$ cat config.mk
export PLATFORM = sky130hd
export DESIGN_NAME = if_id_pipe_reg
export DESIGN_NICKNAME = d
export VERILOG_FILES = /design/src/rtl/if_id_pipe_reg.sv
export SDC_FILE = /design/constraint.sdc
export NUM_CORES = 1
export LEC_CHECK = 0
export CAP_MARGIN = 10
export CORE_ASPECT_RATIO = 1.75
export CORE_MARGIN = 5
export CORE_UTILIZATION = 52
export CTS_CLUSTER_DIAMETER = 60
export DETAILED_ROUTE_END_ITERATION = 12
export PLACE_DENSITY = 0.9
export SKIP_CTS_REPAIR_TIMING = 1
export SLEW_MARGIN = 15
export SYNTH_ARGS = -nofsm -noshare
export SYNTH_HDL_FRONTEND = slang
export SYNTH_SLANG_ARGS = --single-unit
$ cat constraint.sdc
create_clock -name clk -period 1.9 [get_ports clk]
set_input_delay 0.19 -clock clk [delete_from_list [all_inputs] [get_ports clk]]
set_output_delay 0.19 -clock clk [all_outputs]
set_load 0.02 [all_outputs]
$ cat src/rtl/if_id_pipe_reg.sv
// if_id_pipe_reg: IF/ID pipeline register with valid/ready handshake, flush and 2-entry skid buffer.
// Optional stall counter enabled by defining IF_ID_STALL_CNT_EN.
module if_id_pipe_reg #(
  parameter int WIDTH = 32,
  parameter logic [WIDTH-1:0] NOP_INST = 32'h00000013
`ifdef IF_ID_STALL_CNT_EN
  ,
  parameter int CNT_W = 16
`endif
) (
  input  logic             clk,
  input  logic             rst,
  input  logic             flush,
  input  logic             in_valid,
  output logic             in_ready,
  input  logic [WIDTH-1:0] inst,
  input  logic [WIDTH-1:0] pc,
  output logic             out_valid,
  input  logic             out_ready,
  output logic [WIDTH-1:0] inst_out,
  output logic [WIDTH-1:0] pc_out
`ifdef IF_ID_STALL_CNT_EN
  ,
  output logic [CNT_W-1:0] stall_cnt
`endif
);
  logic             main_valid_q, main_valid_d, skid_valid_q, skid_valid_d;
  logic [WIDTH-1:0] main_inst_q, main_inst_d, main_pc_q, main_pc_d;
  logic [WIDTH-1:0] skid_inst_q, skid_inst_d, skid_pc_q, skid_pc_d;
  logic             accept, consume;
  assign in_ready  = !skid_valid_q;
  assign out_valid = main_valid_q;
  assign inst_out  = main_inst_q;
  assign pc_out    = main_pc_q;
  assign accept    = in_valid & in_ready;
  assign consume   = main_valid_q & out_ready;
  // Main data is reloaded with NOP/0 whenever it goes invalid, so outputs are forced from flops.
  always_comb begin
    main_valid_d = main_valid_q;
    main_inst_d  = main_inst_q;
    main_pc_d    = main_pc_q;
    skid_valid_d = skid_valid_q;
    skid_inst_d  = skid_inst_q;
    skid_pc_d    = skid_pc_q;
    if (flush) begin
      main_valid_d = 1'b0;
      main_inst_d  = NOP_INST;
      main_pc_d    = '0;
      skid_valid_d = 1'b0;
    end else if (skid_valid_q) begin
      if (consume) begin
        main_inst_d  = skid_inst_q;
        main_pc_d    = skid_pc_q;
        skid_valid_d = 1'b0;
      end
    end else if (main_valid_q) begin
      if (accept && consume) begin
        main_inst_d = inst;
        main_pc_d   = pc;
      end else if (accept) begin
        skid_valid_d = 1'b1;
        skid_inst_d  = inst;
        skid_pc_d    = pc;
      end else if (consume) begin
        main_valid_d = 1'b0;
        main_inst_d  = NOP_INST;
        main_pc_d    = '0;
      end
    end else if (accept) begin
      main_valid_d = 1'b1;
      main_inst_d  = inst;
      main_pc_d    = pc;
    end
  end
  always_ff @(posedge clk) begin
    if (rst) begin
      main_valid_q <= 1'b0;
      main_inst_q  <= NOP_INST;
      main_pc_q    <= '0;
      skid_valid_q <= 1'b0;
      skid_inst_q  <= '0;
      skid_pc_q    <= '0;
    end else begin
      main_valid_q <= main_valid_d;
      main_inst_q  <= main_inst_d;
      main_pc_q    <= main_pc_d;
      skid_valid_q <= skid_valid_d;
      skid_inst_q  <= skid_inst_d;
      skid_pc_q    <= skid_pc_d;
    end
  end
`ifdef IF_ID_STALL_CNT_EN
  logic [CNT_W-1:0] stall_cnt_q, stall_cnt_d;
  assign stall_cnt = stall_cnt_q;
  always_comb stall_cnt_d = (main_valid_q && !out_ready && !flush && !(&stall_cnt_q)) ? stall_cnt_q + 1'b1 : stall_cnt_q;
  always_ff @(posedge clk) begin
    if (rst) stall_cnt_q <= '0;
    else stall_cnt_q <= stall_cnt_d;
  end
`endif
endmodule

After elaboration in Yosys (flattened, before gate mapping) --
Index checks and enable logic that the tools add are counted. W data, S select, Z words.
Word-level totals: bits in registers 130, bits of input ports 69, output and inout bits 66, word-level logic and storage cells 42
Cells by class: eq/ne operators 2, multiplexer cells 22, bitwise gates (word level) 5, reduce and logical (&&, ||, !) cells 7
Operators by type and width (number):
- $mux W32 | 14
- $mux W1 | 8
- $reduce_bool A3 Y1 | 2
- $reduce_and A5 Y1 | 1
- $ne A4 B3 Y1 const B | 1
- $reduce_and A4 Y1 | 1
- $not A1 Y1 | 3
- $and A1 B1 Y1 | 2
- $ne A2 B1 Y1 const B | 1
- $reduce_or A2 Y1 | 1
- $logic_and A1 B1 Y1 | 1
- $logic_not A1 Y1 | 1

Depth between registers and ports, before layout --
Gate-level depths: netlist of run 1.
depth after elaboration 6, depth in mapped cells 7, depth with buffers taken out 3

Worst setup path after synthesis of run 1 --
OpenSTA, ideal clock, no wires.
path kind flip-flop to flip-flop, start register main_valid_q (netlist: out_valid), end register main_pc_q[10] (netlist: pc_out[10]), setup time 132 ps, arrival time 1334 ps, required time 1768 ps, path slack 433 ps, stages on the path, launching flop included 7, path buffers 3, period minus slack after synthesis 1467 ps, cells stage by stage dfxtp_1 > buf_4 > or3b_1 > clkbuf_1 > buf_2 > nand3_1 > a21oi_1
On the way: cells in the longest elaborated chain, start to end 5, elaborated cells between the ends (all ways) 10, those cells by class eq/ne (2); mux (3); bitwise (1); reduce/logical (4)
RTL lines:
- start, declared | line 27 | logic main_valid_q, main_valid_d, skid_valid_q, skid_valid_d;
- start signal, assigned | line 84 | main_valid_q <= main_valid_d;
- $and A1 B1 Y1 | line 36 | assign consume = main_valid_q & out_ready;
- $logic_and A1 B1 Y1 | line 57 | if (accept && consume) begin
- $mux W32 | line 57
- $mux W32 | line 56 | end else if (main_valid_q) begin
- $mux W32 | line 50 | end else if (skid_valid_q) begin
- end signal, assigned | line 86 | main_pc_q <= main_pc_d;
- end, declared | line 28 | logic [WIDTH-1:0] main_inst_q, main_inst_d, main_pc_q, main_pc_d;
Parallel ways exist; a longest one is shown, timed or not. A chain may end at the register's enable or synchronous reset.

Final worst setup path of run 1 --
start register skid_valid_q, end output in_ready
On the way: cells in the longest elaborated chain, start to end 1
RTL lines:
- start, declared | line 27
- start signal, assigned | line 87 | skid_valid_q <= skid_valid_d;
- $logic_not A1 Y1 | line 31 | assign in_ready = !skid_valid_q;
- end, declared | line 15 | output logic in_ready,
Every way passes these cells.

==> impl_summary.md, run 1 <==
Outcome
The flow ran to the end, and the final reports show no timing, DRC or antenna violations.

Global route
The global-route wire length before repair is 30460 um. For this run, the total global-route usage over all layers was measured as 0.2586. Entering global routing, the biggest net connects 130 pins. The via count of the first global-routing pass is approximately 6100.

The number of antenna violations at the first check in global routing came to 0. The overflow left after global routing is 0.

Power and ir drop
The design draws 7.157 mW. The power per unit of standard cell area is approximately 840 nW/um^2. In this run the static leakage power is 2.653 nW. The worst-case IR drop observed on VDD is 0.5504 mV.

Timing
The max-slew violation count is 0. The post-route minimum period is 1.817 ns. The number of endpoints failing setup at the final stage is 0. The number of hold violations in the final report is 0. The accumulated negative setup slack is 0 ns. The tightest slew margin relative to the limit is 0.5126. For this run, the top clock speed supported by timing is 550.3 MHz. Across all hold checks on the routed design, the worst slack comes to around 0.38 ns. After layout, the worst setup slack is 0.08297 ns. Setup repair after global routing left no endpoint under its margin. Clock skew on the completed layout was measured at 0.009051 ns. The slew of the pin with the lowest slew margin is 0.7311 ns.

Of the available clock period, the critical path in the final layout requires 0.9563.

Floorplanning
The die extent in y is 157.5 um. The core box area is 12360 sq um. The initial utilization of the core area, before any placement, comes to 0.5226. The die covers around 15000 sq um. The floorplan has 54 rows. In this run the count of I/O pins placed on the die edge is 135. The width of the chip is 94.26 um.

Placed design
After legalization and detailed placement, the total HPWL measured 12430 um. In this run, placement finished with an instance count of 923. Once placement finished, the instance area stood at 7874 sq um. Routability-driven placement finished with a final weighted congestion of 0.8377. Prior to clock tree synthesis, the placed netlist has a worst setup slack of 0.001615 ns. Buffers placed on the I/O ports in this run total 134.

Cells and area
0 antenna diodes ended up in the layout. Excluding fillers, the count of instances in the completed layout stands at 955. Compared with the post-synthesis result, the final layout area differs by 31.53%. The finished cells cover roughly 8500 sq um.

The filler cells instantiated in the layout total 900. The final design utilization is 0.6873. In the final layout, the share of cells above drive strength 1 is 0.1931. The number of nets at the end of the flow is 843.

Logic synthesis
The commonest register cell after synthesis is sky130_fd_sc_hd__dfxtp_1. The share of Yosys cell area claimed by the top area cell type is 0.4028. The netlist area before placement is 6461 sq um. By count the netlist is led by sky130_fd_sc_hd__dfxtp_1 (130), sky130_fd_sc_hd__a21oi_1 (127), sky130_fd_sc_hd__nand3b_1 (64). The distinct cell type count of the synthesized netlist is 30. The synthesized netlist net count is about 760. The count of yosys warnings during synthesis is 0. The share of the Yosys chip area taken by registers is 0.4028. The register bit total from synthesis is 130. The number of enable-type register cells in the synthesized netlist is 0.

The synthesized netlist cell count is just under 700. Counting flops with an async set or reset pin after synthesis yields a share of 0. Yosys instantiated no cell more often than sky130_fd_sc_hd__dfxtp_1. Ranked by total cell area, the synthesized netlist is headed by sky130_fd_sc_hd__dfxtp_1 (40%), sky130_fd_sc_hd__a21oi_1 (9.8%), sky130_fd_sc_hd__mux2_2 (8.5%), sky130_fd_sc_hd__nand3b_1 (7.4%), sky130_fd_sc_hd__o221ai_2 (7.0%). The leading area contributor after synthesis is sky130_fd_sc_hd__dfxtp_1. The average footprint of a synthesized cell is 9.391 sq um.

Critical path
The logic depth of the worst path, buffers included is 2. Of all nets on the critical path, the largest fanout is 22. For the worst flop-to-flop path, the logic depth is 4. Traced cell by cell, the critical path runs through inv_1 > clkdlybuf4s50_1. The endpoint arrival time on the critical path is about 1.6 ns.

The endpoint kind of the worst setup timing path is a primary output. The data required time of the critical path is 1.71 ns. STA classifies the critical path startpoint as a register. The critical path is of the reg2out type. The slowest stage of the critical path is the sky130_fd_sc_hd__clkdlybuf4s50_1 cell. On the worst path, the slowest cell contributes a delay of roughly 0.60 ns. The sum of buffers and inverters on the critical path is 2. Among cell families on the critical path, the largest total delay comes from buffers and inverters.

Clocking
The clock latency of the later-clocked register in the worst-skew pair is 0.42 ns. The post-CTS clock slew at the launch and capture registers of the worst setup and hold paths is about 0.060 ns. CTS saw 130 sinks. The clock root buffer is sky130_fd_sc_hd__clkbuf_16. The clock tree from TritonCTS is done.

The longest clock path from root to sink contains 2 buffers. The number of buffers created by CTS is 17. The H-tree was split into 4 levels.

Route
Once detail routing completed, the nets flagged for antenna violations numbered 0. For this run, design rule violations remaining after detail routing come to 0. The routed wirelength normalized by instance count is between 20 and 25 um. The routed design has between 15000 and 20000 um of wire.

The first-pass iteration count of the detailed router is 7. The initial DRC count is 645. The post-detailed-route via-to-cell ratio is between 6 and 7. The via count is 6177.

Job
Across the run, the number of max-cap violations was 0.

Min path
Counting instances, the worst hold path has a depth of 3. In this run the worst hold path is classified as in2reg.
-- tightest hold or removal path, delay by kind of cell --
kind            cells  cell delay [ns]
buf+inv             1             0.41
simple gates        1             0.09
compound gates      1             0.06
-- layout by cell type (no fill, tap or decap), types with 13 or more instances in the layout --
master / n
sky130_fd_sc_hd__buf_4: 13
sky130_fd_sc_hd__clkdlybuf4s50_1: 132
sky130_fd_sc_hd__clkbuf_16: 17
sky130_fd_sc_hd__o221ai_2: 30
sky130_fd_sc_hd__o21ai_0: 52
sky130_fd_sc_hd__nand3b_1: 64
sky130_fd_sc_hd__nand3_1: 61
sky130_fd_sc_hd__mux2_2: 49
sky130_fd_sc_hd__o21ai_1: 16
sky130_fd_sc_hd__buf_12: 13
sky130_fd_sc_hd__dfxtp_1: 128
sky130_fd_sc_hd__o221ai_1: 31
sky130_fd_sc_hd__a21oi_1: 127
-- logic make-up (layout without fill, tap and decap cells) --
family,count (synthesis),after routing,share of synthesized area
compound gates,259,259,0.2680
mux,64,64,0.1110
flops,130,130,0.4028
buf+inv,95,194,0.07998
simple gates,140,140,0.1383
-- per-layer routing --
layer  routed length (um)  GRT usage  up-vias
li1                     -          -     2765
met1                 7012     0.2781     2995
met2                10320     0.4607      329
met3                 1154    0.04974       88
met4                 1007     0.1550        0
met5                    0          0        -
-- cell type report --
type                    instances  area (sq um)  area share
clock buffers                  21         470.5     0.05536
clock inverters                11         152.6     0.01796
inverters                       2         7.507   0.0008834
multi-input cells             463          3361      0.3955
flip-flops and latches        130          2608      0.3068
well taps                     168         210.2     0.02474
repair buffers                160          1689      0.1988
-- worst paths after layout --
kind | start | to | slack [ns]
hold / removal | inst[9] | skid_inst_q[9] | 0.38
setup / recovery | skid_valid_q | in_ready | 0.08
hold reg to reg | inst_out[14] | inst_out[14] | 0.46
setup reg to reg | skid_valid_q | pc_out[6] | 0.32
-- flip-flops by register name, summed over array words and instances, names as in the netlist --
signal,flops
skid_pc_q,32
inst_out,32
pc_out,32
skid_inst_q,32
out_valid,1
skid_valid_q,1
-- where the power goes --
group | total (mW) | leakage [nW] | internal [mW] | switching [mW]
logic | 0.928 | 1.30 | 0.440 | 0.488
clock network | 3.40 | 0.296 | 2.18 | 1.23
registers | 2.83 | 1.05 | 2.79 | 0.0414
Power figures use the tool's default switching activity.
==> run 2, diff against run 1 <==
- CORE_UTILIZATION: 52 -> 47
- PLACE_DENSITY: 0.9 -> 0.86
- clock period: 1.9 -> 1.6 ns (I/O delays scaled with it)
==> impl_summary.md, run 2 (synthesis results as in run 1) <==
Outcome
The run finished with clean final reports.

Clocking
The clock tree from TritonCTS is done. The clock drives 130 sinks. The clock latency of the later-clocked register in the worst-skew pair is about 0.42 ns.

Clock tree synthesis inserted a total of 17 buffers. The clock passes through at most 2 buffers. The clock root buffer is sky130_fd_sc_hd__clkbuf_16. The post-CTS clock slew at the launch and capture registers of the worst setup and hold paths is 0.06 ns. The H-tree was split into 4 levels.

Timing
The number of endpoints failing setup at the final stage is 0. In the finished design, the share of the clock period the worst path needs comes to 0.9771. The number of hold violations in the final report came to 0. Setup repair after global routing left no endpoint under its margin.

The max-slew violation count is 0. The clock skew is 0.009007 ns. The routed design could run at a clock period as short as between 1.5 and 2 ns. The slew of the pin with the lowest slew margin is 0.4267 ns. The maximum frequency from static timing analysis is about 640 MHz. The tightest slew margin relative to the limit is 0.7155.

Placed design
Summed over all nets, the half-perimeter wirelength after detailed placement is 11930 um. Including well taps, the total number of placed cells is approximately 940. During placement, the flow inserted port buffers numbering 134. The placed instances occupy a cell area of 8085 sq um. At the end of routability-driven placement, the weighted congestion stood at 0.7784.

Critical path
On the critical path the largest part of the delay comes from buffers and inverters. For the worst setup path, the data arrival time is 1.40 ns. The maximum fanout count along the critical path is 2. The largest individual stage delay along the critical path comes from the cell sky130_fd_sc_hd__clkdlybuf4s50_1. The delay contributed by the slowest stage of the critical path is 0.67 ns. The worst register-to-register path has a setup slack of 0.06 ns. The path type of the worst setup path is reg2out. STA classifies the critical path endpoint as a primary output. Traced cell by cell, the critical path runs through clkdlybuf4s50_1. Together, buffers and inverters on the worst path number 1. The category of the worst setup path launch point is a register. The data required time of the critical path is 1.44 ns.

Power and ir drop
The cell leakage power is 2.898 nW. The worst supply voltage drop on vdd is 0.6474 mV. The power per unit of standard cell area is 953.3 nW/um^2.

Global route
The via count of the first global-routing pass is 5841. Across every metal layer, demand over resource in global routing totals 0.2286. The overflow left after global routing is 0. The global-route wire length before repair is ~30000 um. The number of antenna violations at the first check in global routing is 0. Entering global routing, the biggest net connects 130 pins.

Cells and area
For this run, the share of the core covered by cells in the final layout is 0.6468. The final cell area excluding filler cells is 8701 sq um. Leaving out fill and tap cells, the most frequent cell in the layout is sky130_fd_sc_hd__dfxtp_1. The net count of the finished layout is 857. The repair_antennas step left the layout with diodes totalling 0. Of the cells placed in the final design, the portion with a size suffix greater than 1 is 0.2097. The library cells used most frequently in the layout, excluding fill and tap cells, are sky130_fd_sc_hd__dfxtp_1 (128), sky130_fd_sc_hd__a21oi_1 (126), sky130_fd_sc_hd__clkdlybuf4s50_1 (122), sky130_fd_sc_hd__nand3b_1 (64), sky130_fd_sc_hd__nand3_1 (61). The finished layout holds 975 standard cells, fillers aside. The relative area change from synthesis to final layout is 34.66%.

Floorplanning
The I/O pin count is between 100 and 150. The initial standard-cell utilization of the core is 0.4803. The area of the die is 16280 sq um. The die is 98.63 um wide.

The die is 165.1 um tall. The number of core rows is 56. After floorplanning, the core was sized to cover between 10000 and 15000 sq um.

Route
The remaining number of nets flagged by the antenna check after routing is 0. The via count is 6059. After detailed routing, the total wire length is 19320 um. The DRC violations left is 0. The pre-antenna-repair detailed-routing pass consisted of 6 iterations.

In the final routed layout, each cell accounts on average for a little under 20 um. The post-detailed-route via-to-cell ratio is 6.214. The initial DRC count is 533.

Job
Max-cap violations in this run came to 0.

Min path
The worst min-delay path category is in2reg.
## run 2: worst paths after layout
check,startpoint,to,depth (start not counted)
setup / recovery,inst_out[31],inst_out[31],1
hold / removal,rst,skid_pc_q[16],3
setup reg to reg,out_valid,pc_out[2],6
hold reg to reg,inst_out[31],inst_out[31],2
## run 2: layer usage
| layer | global-route usage | share of wire | up-vias |
|---|---|---|---|
| met4 | 0.09882 | 0.029 | 0 |
| met1 | 0.2622 | 0.38 | 2945 |
| met5 | 0 | 0 | - |
| li1 | - | - | 2802 |
| met2 | 0.4107 | 0.54 | 265 |
| met3 | 0.04414 | 0.055 | 47 |
## run 2: layout make-up
| class | instances | area [sq um] |
|---|---|---|
| Inverter | 2 | 7.507 |
| Clock buffer | 19 | 452.9 |
| Timing Repair Buffer | 174 | 1914 |
| Fill cell | 1091 | 4752 |
| Tap cell | 174 | 217.7 |
| Sequential cell | 130 | 2608 |
| Multi-Input combinational cell | 463 | 3376 |
| Clock inverter | 13 | 125.1 |
## run 2: metrics by stage
stage               setup slack (ns)  setup TNS (ns)  total power, mW  hold slack, ns
global placement             -0.1229          -9.411            4.546          0.4512
floorplan                     0.1333               0            4.042          0.3048
finish                       0.03671               0            8.295          0.2503
CTS                          -0.2420         -0.7423            8.335          0.2437
global route                 0.01075               0            8.549          0.2561
detailed placement           -0.1597          -13.67            4.561          0.4569
## run 2: power by group
part	leakage [nW]	switching, mW	total (mW)	internal (mW)
registers	1.05	0.0451	3.35	3.31
clock network	0.278	1.54	3.78	2.25
logic	1.57	0.592	1.16	0.567
total	2.90	2.18	8.29	6.12
==> run 3, diff against run 2 <==
- CORE_UTILIZATION: 47 -> 55
- DONT_BUFFER_PORTS: default -> 1
- PLACE_DENSITY: 0.86 -> 0.82
==> impl_summary.md, run 3 (synthesis results as in run 1) <==
Outcome
The run finished, with violations left. The checks that failed: negative hold slack.

Cells and area
The count of fill cells added during filler insertion is 844. The relative area change from synthesis to final layout is 20.39%. The number of nets at the end of the flow is 773.

In the final layout, the share of cells above drive strength 1 is 0.2064. For this run, the share of the core covered by cells in the final layout is 0.6755. In the layout the commonest cells are sky130_fd_sc_hd__dfxtp_1 (129), sky130_fd_sc_hd__a21oi_1 (127), sky130_fd_sc_hd__dlygate4sd3_1 (66), sky130_fd_sc_hd__nand3b_1 (64), sky130_fd_sc_hd__nand3_1 (61). The finished layout holds ~850 standard cells, fillers aside. The repair_antennas step left the layout with diodes totalling 0. The most common cell after layout, fill and taps aside is sky130_fd_sc_hd__dfxtp_1.

Route
The wire length after detailed routing is 20270 um. For this run, the detailed router's first-pass iteration total came to 7. After detailed routing, the number of vias per cell comes to approximately 7. For this run, design rule violations remaining after detail routing come to 0. In this run, the number of DRC markers left after iteration 0 of detailed routing was 502. The remaining number of nets flagged by the antenna check after routing is 0. After detailed routing, the average wire length per cell comes to 23.79 um. Summing over every cut layer, the via total after detailed routing is 5983.

Power and ir drop
Of the total power, combinational logic draws 0.106. The clock network fraction of total power is 0.471. The net switching power figure is ~2.1 mW.

The worst supply voltage drop on vdd is about 0.74 mV. In this run the power density over the cells is 1042 nW/um^2. Summed over all cells, the static leakage comes to 2.424 nW.

The power share of the sequential group is 0.423. The switching fraction of total power is 0.2579. The internal power component is about 6 mW.

Floorplanning
The region available for standard cell placement spans 11520 sq um. For this configuration, the core starts out at a cell density of 0.5611. In this run the core area contains 52 standard-cell rows. The die extent in y is 153.4 um. During I/O placement, the number of pins put on the boundary was 135. The die covers 14100 sq um. The width of the chip is approximately 92 um.

Job
Max-cap violations in this run came to 0.

Timing
The worst path meets setup with 0.09372 ns of slack. The worst path in the final design needs a cycle of 1.506 ns, including I/O delays and setup. The maximum frequency from static timing analysis is 663.9 MHz. The number of hold violations in the final report is 14. Final hold analysis gives a worst-case slack of -0.01458 ns. For the pin with the worst max-slew slack, the measured transition is 0.7071 ns. The max-slew violation count is 0.

The number of endpoints failing setup at the final stage is 0. Across the routed clock network, the largest skew measured is around 0.011 ns. The tightest slew margin relative to the limit is 0.5271. Of the available clock period, the critical path in the final layout requires 0.9414.

Global route
The via count of the first global-routing pass came to around 5400. Entering global routing, the biggest net connects 131 pins. The first global-routing pass estimated 28380 um of wire.

The number of antenna violations at the first check in global routing is 0. The overflow left after global routing is 0. The global routing usage summed across all routing layers is 0.2508.

Clocking
The clock drives 130 sinks. No sink is reached through more buffers than the 2 on the longest clock path. The count of H-tree levels built during CTS is 4. The number of clock buffers added by TritonCTS is 17. After clock tree synthesis, the clock-pin slew on the worst setup and hold paths is 0.06 ns. The clock latency of the later-clocked register in the worst-skew pair is 0.41 ns. TritonCTS built the clock tree. The clock root buffer is sky130_fd_sc_hd__clkbuf_16.

Critical path
The category of the worst setup path launch point is a register. The path type of the worst setup path is reg2reg. The first element of the critical path is skid_valid_q. The startpoint of the worst register-to-register path is skid_valid_q.

Data on the critical path is required at its endpoint by 1.93 ns. The maximum fanout count along the critical path is 35. STA classifies the critical path endpoint as a register. Data on the critical path arrives at its endpoint at 1.84 ns.

Placed design
The total of buffers placed on input and output ports is 0. Counting tap cells, the placed design contains a total of 752 instances. Timing analysis after detailed placement gives a worst setup slack of 0.04707 ns. Detailed placement ended at an HPWL of ~11000 um. The final weighted congestion of routability-driven global placement is 0.8048.

Min path
The worst min-delay path category is in2reg. The worst hold path begins at flush.
-- run 3: cell count changes in the layout (fill, tap and decap cells not counted), sizes merged --
cell           change
buf               -18
bufinv             +1
clkbuf             -2
clkdlybuf4s50    -122
clkinv             +4
clkinvlp           -1
dlygate4sd3       +66
dlymetal6s2s      -10
inv                -2
-- run 3: cell type report --
cell class / count / area, sq um / area share
clock buffer: 17 / 425.4 / 0.05469
clock inverter: 15 / 156.4 / 0.02011
inverter: 2 / 7.507 / 0.0009651
multi-input combinational: 463 / 3372 / 0.4335
sequential: 130 / 2606 / 0.3350
tap: 135 / 168.9 / 0.02171
timing repair buffer: 90 / 1042 / 0.1340
-- run 3: worst paths after layout --
path,slack (ns),cells after the start,to
max reg2reg,0.09,5,skid_pc_q[20]
min reg2reg,0.47,2,skid_pc_q[1]
max,0.09,5,skid_pc_q[20]
min,-0.01,2,skid_inst_q[7]
-- run 3: critical path, stage by stage (launching register included) --
cell                        delay, ns
sky130_fd_sc_hd__dfxtp_4         0.41
sky130_fd_sc_hd__buf_4           0.24
sky130_fd_sc_hd__nand4bb_4       0.19
sky130_fd_sc_hd__buf_6           0.26
sky130_fd_sc_hd__o21ai_0         0.15
sky130_fd_sc_hd__a21oi_1         0.17
-- run 3: metrics by stage --
stage | power (mW) | TNS [ns] | area [sq um]
after floorplan | 4.042 | 0 | 6461
final | 8.109 | 0 | 7779
after global placement | 4.110 | 0 | 6470
after global routing | 8.356 | -0.002905 | 7779
after CTS | 7.924 | 0 | 7052
after detailed placement | 4.129 | 0 | 6470
-- run 3: power groups by stage --
stage	Clock (mW)	Combinational [mW]	Sequential, mW
2_1_floorplan	0	0.564	3.48
3_3_place_gp	0	0.611	3.50
3_5_place_dp	0	0.628	3.50
4_1_cts	3.86	0.633	3.43
5_1_grt	4.01	0.914	3.43
6_report	3.82	0.861	3.43
-- run 3: per-layer routing --
layer	global-route usage	vias to the layer above	wire length [um]
li1	-	2644	-
met1	0.2775	2907	7243
met2	0.4247	360	10360
met3	0.07772	72	1757
met4	0.1347	0	905
met5	0	-	0
